--- src/rtl/adc_readout_sched.sv ---
// adc_readout_sched: round-robin scheduler moving BLOCK_WORDS-word bursts from two FIFOs to a host sink
// Ports: clk, rst (sync, active-high); en and sink_ready gate new grants only;
//   fN_rd_cnt/fN_empty/fN_valid/fN_data come from FIFO N, fN_rd_en goes back to it;
//   out_valid/out_data/out_src/out_last form the registered word stream;
//   busy (not IDLE), blk_cnt (completed blocks, wraps), err_underrun (sticky until rst).
module adc_readout_sched #(
    parameter int BLOCK_WORDS = 16,
    parameter int DRAIN_TO    = 4
) (
    input  logic         clk,
    input  logic         rst,
    input  logic         en,
    input  logic         sink_ready,
    input  logic [6:0]   f0_rd_cnt,
    input  logic [6:0]   f1_rd_cnt,
    input  logic         f0_empty,
    input  logic         f1_empty,
    input  logic         f0_valid,
    input  logic         f1_valid,
    input  logic [255:0] f0_data,
    input  logic [255:0] f1_data,
    output logic         f0_rd_en,
    output logic         f1_rd_en,
    output logic         out_valid,
    output logic [255:0] out_data,
    output logic         out_src,
    output logic         out_last,
    output logic         busy,
    output logic [15:0]  blk_cnt,
    output logic         err_underrun
);
    typedef enum logic [1:0] {IDLE, BURST, DRAIN} state_t;
    localparam logic [6:0]  BW  = 7'(BLOCK_WORDS);
    localparam logic [15:0] DTO = 16'(DRAIN_TO - 1);
    state_t       state, state_nx;
    logic         last_grant, elig0, elig1, grant_ok, grant_src;
    logic         in_valid, accept, done, timeout;
    logic [255:0] in_data;
    logic [6:0]   rd_cnt, rcv_cnt;
    logic [15:0]  drain_cnt;
    // out_src doubles as the grant register: it is loaded on grant and held
    // until the next grant, so it also selects the FIFO being read.
    always_comb begin
        elig0     = en && !f0_empty && f0_rd_cnt >= BW;
        elig1     = en && !f1_empty && f1_rd_cnt >= BW;
        grant_ok  = sink_ready && (elig0 || elig1);
        grant_src = (elig0 && elig1) ? !last_grant : elig1;
        in_valid  = out_src ? f1_valid : f0_valid;
        in_data   = out_src ? f1_data : f0_data;
        accept    = state != IDLE && in_valid && rcv_cnt < BW;
        done      = state == DRAIN && rcv_cnt == BW;
        timeout   = state == DRAIN && !done && drain_cnt == DTO;
        state_nx  = (state == IDLE)  ? (grant_ok ? BURST : IDLE) :
                    (state == BURST) ? ((rd_cnt == BW - 7'd1) ? DRAIN : BURST) :
                    ((done || timeout) ? IDLE : DRAIN);
        f0_rd_en  = state == BURST && !out_src;
        f1_rd_en  = state == BURST && out_src;
        busy      = state != IDLE;
    end
    always_ff @(posedge clk) begin
        if (rst) begin
            state        <= IDLE;
            last_grant   <= 1'b1;
            out_src      <= 1'b0;
            out_valid    <= 1'b0;
            out_last     <= 1'b0;
            out_data     <= '0;
            rd_cnt       <= '0;
            rcv_cnt      <= '0;
            drain_cnt    <= '0;
            blk_cnt      <= '0;
            err_underrun <= 1'b0;
        end else begin
            state     <= state_nx;
            out_valid <= accept;
            out_last  <= accept && rcv_cnt == BW - 7'd1;
            if (accept) begin
                out_data <= in_data;
                rcv_cnt  <= rcv_cnt + 7'd1;
            end
            if (state == IDLE && grant_ok) begin
                out_src   <= grant_src;
                rd_cnt    <= '0;
                rcv_cnt   <= '0;
                drain_cnt <= '0;
            end
            if (state == BURST) rd_cnt <= rd_cnt + 7'd1;
            if (state == DRAIN) drain_cnt <= drain_cnt + 16'd1;
            if (done) begin
                blk_cnt    <= blk_cnt + 16'd1;
                last_grant <= out_src;
            end
            if (timeout) err_underrun <= 1'b1;
        end
    end
endmodule
--- config.mk ---
export PLATFORM = sky130hd
export DESIGN_NAME = adc_readout_sched
export DESIGN_NICKNAME = d
export VERILOG_FILES = /design/src/rtl/adc_readout_sched.sv
export SDC_FILE = /design/constraint.sdc
export NUM_CORES = 1
export LEC_CHECK = 0
export CORE_AREA = 2 2 317 319
export DETAILED_ROUTE_END_ITERATION = 8
export DIE_AREA = 0 0 319 321
export SYNTH_ARGS = -nofsm -noshare
export SYNTH_HDL_FRONTEND = slang
export SYNTH_SLANG_ARGS = --single-unit
--- constraint.sdc ---
create_clock -name clk -period 2.7 [get_ports clk]
set_input_delay 0.54 -clock clk [delete_from_list [all_inputs] [get_ports clk]]
set_output_delay 0.54 -clock clk [all_outputs]
set_load 0.03 [all_outputs]
==> run summary, run 1 <==
Global routing
- 11.6% — global routing usage summed across all routing layers
- 88,100 um — wire length of the first global-routing pass
- 6 — initial antenna violation count
- 83 — maximum number of pins on one net before global-route repair
- 0 — remaining global-route overflow
- 13,200 — via count of the first global-routing pass

Critical path
- 0.70 ns — Slowest Stage Delay on Critical Path
- state[1]$_SDFF_PP0_ — critical path launch point
- 8 — Max FO, Critical Path
- flip-flop — sort of element at the start of the critical path
- 3 — number of cells on the critical path
- nor2_4, inv_1, clkdlybuf4s50_1 — critical path cell sequence
- out_src$_SDFFE_PP0P_ — Critical R2R Launch
- busy — critical path capture point
- 2.16 ns — required time reported for the critical path endpoint
- 2 — number of buffer and inverter stages on the critical path
- clkdlybuf4s50_1 — slowest cell on the critical path
- primary output — endpoint type of the worst setup path
- out_data[28]$_SDFFE_PP0P_ — endpoint of the most critical register-to-register path
- buffers and inverters — Crit path max-delay family
- 0.45 ns — setup slack, reg-to-reg
- reg -> out — critical path class
- 2.01 ns — CP Data Arrival Time
- 6 — r2r worst-path depth

Logic synthesis
- 0.492% — share of the synthesized netlist area taken by xor and xnor gates
- 309 x dfxtp_1, 285 x nor2_1, 257 x mux2i_1 — top cell types by occurrence after synthesis
- dfxtp_1 — cell type with the largest total area after synthesis
- 1,455 — number of cells produced by synthesis
- 43.4% — sequential fraction of the synthesis area
- 0 — number of synthesized flops with an enable pin
- 0.0143 mm2 — Synth Cell Area
- dfxtp_1 43%, mux2i_1 18%, a211oi_2 8.8%, a211oi_1 8.4%, nor2_1 7.5% — largest cells by area after synthesis
- 43.4% — portion of synthesized cell area occupied by the leading cell type
- 0 — number of warnings issued by yosys
- 0.439% — Synth Area in Adders
- 0% — Post-synth ARST share
- 18.8% — multiplexer fraction of the synthesized cell area
- 9.80 um2 — mean cell area of the mapped netlist
- 1,994 — syn_nets
- 309 — register bit count reported by yosys
- compound AO/OA/AOI/OAI gates — combinational family with the most area after synthesis
- dfxtp_1 — top-count cell post-synth
- 20.3% — post-synthesis compound-gate area fraction
- 12.4% — area fraction in and, or, nand and nor cells after synthesis
- 51 — Distinct cells, synth
- dfxtp_1 — Synth Flop Type

Clock tree
- 38 — TritonCTS Buffers
- 0.56 ns — worst-skew pair later-pin latency
- 0.06 ns — clock-pin slew on the worst setup and hold paths
- 0 — number of buffers inserted for hold repair after clock tree synthesis
- clkbuf_16 — clk root buf
- 2 — number of levels the H-tree was split into
- 309 — clock sink count
- yes — CTS tree
- 3 — worst-case clock buffer depth

Cells and area
- 25.6% — share of the core filled with cells
- 3,563 — non-filler cells in the finished layout
- 0.0254 mm2 — design area
- 78.0% — growth of design area from synthesis to finish
- 2,772 — Post-layout nets
- 10.7% — ratio of cells with drive above 1 in the final layout

Placed design
- 50,800 um — DP HPWL
- 0.0241 mm2 — placed standard-cell area
- 804 — total of buffers placed on input and output ports
- 3,491 — cell count after placement
- 0.825 — weighted congestion reported at the end of routability-driven placement

Power and ir drop
- 28.4% — fraction of power consumed by combinational cells
- 36.0% — share of total power in sequential cells
- 31.4% — switching power as a share of total power
- 4.54 mW — switching power of the nets
- 8.06 nW — standby leakage power
- 319 uV — worst-case vdd ir drop
- 9.92 mW — Cell Int Power
- 570 mW/mm2 — power density normalized to cell area
- 35.6% — power share of the clock group

STA
- 0 — number of pins exceeding their max-slew limit in the final report
- 2.55 ns — final critical path time including I/O delays and setup
- 0.863 ns — measured slew at the worst slew-check pin
- 393 MHz — achievable frequency
- 94.3% — final worst path period share
- 0 — setup-violating endpoint count in the final report
- no — unrepaired setup endpoints after global routing
- 40.8% — worst slew margin relative to its limit
- 0.0109 ns — clock skew
- 0 — Hold Vio Cnt, Final
- 0 ns — Setup TNS Final

Floorplanning
- 116 — number of placement rows
- 0.0993 mm2 — core area
- 14.4% — starting density of the core
- 321 um — DIE HEIGHT
- 0.102 mm2 — Die Outline Area
- 813 — number of top-level pins
- 319 um — width of the die

Run status
- finished, final reports clean — status

Route
- 63,300 um — Routed Wire Length
- 3.88 — Vias/cell
- 0 — number of nets with antenna violations after detailed routing
- 17.8 um — average wire per cell in the routed design
- 0 — number of design rule violations left after detail routing
- 13,800 — via count
- 4 — Initial DRT Pass Iterations
- 647 — violation count after the first detailed-routing iteration

Flow run
- 0 — Max Cap Viol

Min path
- reg -> reg — Min-Delay Path Class

-- stage by stage --
stage	total power, mW	setup WS (ns)	hold WS (ns)
after floorplan	7.25	0.501	0.416
after global placement	9.41	0.0345	0.435
after detailed placement	9.44	0.00835	0.428
after CTS	14.8	0.0620	0.437
after global routing	15.1	0.0451	0.464
final	14.5	0.153	0.436
-- power by group through the flow --
stage	Combinational (mW)	Clock, mW	Sequential (mW)
5_1_grt	4.35	5.55	5.24
2_1_floorplan	1.27	0	5.99
6_report	4.11	5.15	5.20
3_5_place_dp	4.14	0	5.29
4_1_cts	4.16	5.40	5.20
3_3_place_gp	4.13	0	5.28
-- area by class of cell --
cell class / instances / area [um2]
clock inverters: 15 / 125
fillers: 10700 / 73900
inverters: 11 / 41.3
flip-flops and latches: 309 / 6190
multi-input cells: 1007 / 7470
repair buffers: 866 / 8790
clock buffers: 54 / 1120
well taps: 1298 / 1620
diodes: 3 / 7.51
-- worst min path at each step --
| stage | startpoint | to | slack, ns | cells after the start |
|---|---|---|---|---|
| after floorplan | rcv_cnt[5]$_SDFFE_PP0P_ | rcv_cnt[5]$_SDFFE_PP0P_ | 0.42 | 2 |
| after global placement | rcv_cnt[5]$_SDFFE_PP0P_ | rcv_cnt[5]$_SDFFE_PP0P_ | 0.44 | 2 |
| after detailed placement | rcv_cnt[5]$_SDFFE_PP0P_ | rcv_cnt[5]$_SDFFE_PP0P_ | 0.43 | 2 |
| after CTS | rcv_cnt[5]$_SDFFE_PP0P_ | rcv_cnt[5]$_SDFFE_PP0P_ | 0.44 | 2 |
| after global routing | rcv_cnt[5]$_SDFFE_PP0P_ | rcv_cnt[5]$_SDFFE_PP0P_ | 0.46 | 2 |
| final | rcv_cnt[5]$_SDFFE_PP0P_ | rcv_cnt[5]$_SDFFE_PP0P_ | 0.44 | 2 |
-- tightest hold or removal path: stages (launching register included) --
cell and delay, ns:
dfxtp_1 0.31, inv_1 0.05, nor2_1 0.03
-- cells in the final DEF, fill, tap and decap left out, types with 12 or more instances in the layout --
cell	n
dfxtp_1	308
clkbuf_16	40
nor2_1	284
nand2_1	24
nand3_1	16
mux2i_1	257
buf_4	41
a211oi_1	159
a21oi_1	20
clkdlybuf4s50_1	800
a211oi_2	100
buf_12	22
nor3_1	12
-- what timing repair did --
action                     4_1_cts  5_1_grt
gates resized for setup          4        0
setup endpoints to repair        3        0
setup buffers                    0        0
-- sequential cells by signal (all words and copies together), names as in the netlist --
register      count
out_data        256
blk_cnt          16
drain_cnt        16
rcv_cnt           7
rd_cnt            7
state             2
err_underrun      1
last_grant        1
out_last          1
out_src           1
out_valid         1
-- per-layer routing --
layer | GRT usage [%] | part of all wire, %
met5 | 0 | 0
met4 | 4.38 | 2.9
met3 | 3.00 | 7.0
met2 | 18.8 | 46
met1 | 14.6 | 44
-- cell families (layout without fill, tap and decap cells) --
kind of cell / after synthesis / after routing
AOI/OAI and AO/OA: 324 / 324
xor gates and xnor gates: 8 / 8
adders and majority gates: 5 / 5
buffers and inverters: 139 / 946
DFF: 309 / 309
muxes: 266 / 266
other: 0 / 3
and+or+nand+nor: 404 / 404
Note: power is estimated with default switching activity, not from simulation.
==> inputs of run 2 (changes only) <==
- REMOVE_ABC_BUFFERS: unset -> 1
==> run summary, run 2 (synthesized netlist as in run 1, its figures left out) <==
Floorplanning
- 0.0993 mm2 — core area
- 319 um — width of the die
- 116 — number of placement rows
- 813 — number of top-level pins
- 0.102 mm2 — Die Outline Area
- 14.4% — starting density of the core
- 321 um — DIE HEIGHT

Clock tree
- 0.05 ns — clock-pin slew on the worst setup and hold paths
- 2 — number of levels the H-tree was split into
- 0 — number of buffers inserted for hold repair after clock tree synthesis
- 0.57 ns — worst-skew pair later-pin latency
- 3 — worst-case clock buffer depth
- yes — CTS tree
- 309 — clock sink count
- 40 — TritonCTS Buffers
- 0 — Post CTS Setup Buffer Count
- clkbuf_16 — clk root buf

Route
- 25,700 um — met1 routed wirelength after detailed routing
- 18.1 um — average wire per cell in the routed design
- 0 — number of design rule violations left after detail routing
- 13,900 — via count
- 4 — Initial DRT Pass Iterations
- 603 — violation count after the first detailed-routing iteration
- 64,300 um — Routed Wire Length
- 0 — number of nets with antenna violations after detailed routing
- met4 — top routing layer used
- 29,500 um — met2 WL post-DR
- 3.91 — Vias/cell
- 6750 um — Met3 Routed Length

Power and ir drop
- 579 mW/mm2 — power density normalized to cell area
- 391 uV — worst-case vdd ir drop
- 8.07 nW — standby leakage power

STA
- 0.976 ns — measured slew at the worst slew-check pin
- 0 ns — Setup TNS Final
- 0 — Hold Vio Cnt, Final
- 93.8% — final worst path period share
- 34.9% — worst slew margin relative to its limit
- 2.53 ns — final critical path time including I/O delays and setup
- 0.0117 ns — clock skew
- 0 — setup-violating endpoint count in the final report
- 0 — number of pins exceeding their max-slew limit in the final report
- 395 MHz — achievable frequency
- no — unrepaired setup endpoints after global routing
- 0.168 ns — Final Worst Setup Slack

Critical path
- 1.99 ns — CP Data Arrival Time
- reg -> out — critical path class
- clkdlybuf4s50_1 — slowest cell on the critical path
- 8 — Max FO, Critical Path
- 0.62 ns — setup slack, reg-to-reg
- primary output — endpoint type of the worst setup path
- 2.16 ns — required time reported for the critical path endpoint
- flip-flop — sort of element at the start of the critical path
- 0.71 ns — Slowest Stage Delay on Critical Path
- nor2_1, inv_1, clkdlybuf4s50_1 — critical path cell sequence

Placed design
- 0.150 ns — minimum setup slack after placement
- 804 — total of buffers placed on input and output ports
- 0.818 — weighted congestion reported at the end of routability-driven placement
- 51,500 um — DP HPWL

Cells and area
- out_data — largest register by flop count
- 78.0% — growth of design area from synthesis to finish
- 2,770 — Post-layout nets
- 256 — flip-flop count of the largest register, all copies and words added
- 793 x clkdlybuf4s50_1, 308 x dfxtp_1, 285 x nor2_1 — most frequent cells in the layout
- out_data x256, blk_cnt x16, drain_cnt x16 — registers with the most flip-flops
- 11.0% — ratio of cells with drive above 1 in the final layout
- clkdlybuf4s50_1 — most common cell after layout, fill and taps aside

Global routing
- 11.9% — global routing usage summed across all routing layers
- 4 — initial antenna violation count
- 90,500 um — wire length of the first global-routing pass
- 0 — remaining global-route overflow
- 99 — maximum number of pins on one net before global-route repair
- 13,400 — via count of the first global-routing pass

Min path
- in -> reg — Min-Delay Path Class

Flow run
- 0 — Max Cap Viol

Run status
- finished, final reports clean — status

==> run 2: power breakdown <==
part           leakage, nW  internal [mW]  switching (mW)
clock network        0.650           3.25            2.14
logic                 4.90           1.93            2.17
registers             2.52           4.95           0.245
total                 8.07           10.1            4.56
==> run 2: worst max-delay path, delay by kind of cell (launching register included) <==
family                 cells  cell delay, ns
buffers and inverters      2            0.81
DFF                        1            0.52
and+or+nand+nor            1            0.11
==> run 2: worst paths after layout <==
| check | startpoint | to | depth (start not counted) |
|---|---|---|---|
| worst max register to register | state[1]$_SDFF_PP0_ | out_data[162]$_SDFFE_PP0P_ | 7 |
| worst max-delay path | state[1]$_SDFF_PP0_ | busy | 3 |
| worst min register to register | rcv_cnt[5]$_SDFFE_PP0P_ | rcv_cnt[5]$_SDFFE_PP0P_ | 2 |
| worst min-delay path | rst | blk_cnt[0]$_SDFFE_PP0P_ | 2 |
==> run 2: final cells by class <==
type                       count  area (um2)
timing repair buffer         862        8710
tap                         1298        1620
inverter                      11        41.3
multi-input combinational   1007        7470
sequential                   309        6190
clock inverter                14         143
clock buffer                  57        1190
antenna                        3        7.51
fill                       10700       73900
==> run 2: routing by layer <==
| layer | up-vias | global-route usage (%) |
|---|---|---|
| met2 | 549 | 19.2 |
| li1 | 6893 | - |
| met5 | - | 0 |
| met3 | 81 | 5.35 |
| met4 | 0 | 4.83 |
| met1 | 6393 | 13.7 |
==> run 2: repair_timing <==
item / CTS / global route
gates resized for setup: 1 / 0
endpoints found under the setup margin: 1 / 0
endpoints found under the hold margin: 0 / 0
==> run 2: per-stage QoR <==
| stage | hold slack (ns) | area, um2 | power [mW] | instances | util (%) |
|---|---|---|---|---|---|
| global route | 0.290 | 25400 | 15.4 | 3561 | 25.6 |
| floorplan | 0.416 | 13700 | 7.73 | 1327 | - |
| finish | 0.321 | 25400 | 14.7 | 3561 | 25.6 |
| CTS | 0.266 | 25400 | 15.0 | 3558 | 25.5 |
| detailed placement | 0.429 | 24000 | 9.43 | 3487 | 24.2 |
| global placement | 0.432 | 24000 | 9.41 | 3487 | 24.2 |
==> inputs of run 3 (changes only) <==
- TNS_END_PERCENT: unset -> 1
==> results of run 3 <==
Same layout as run 2: the final DEF is identical, and so are final timing and power.
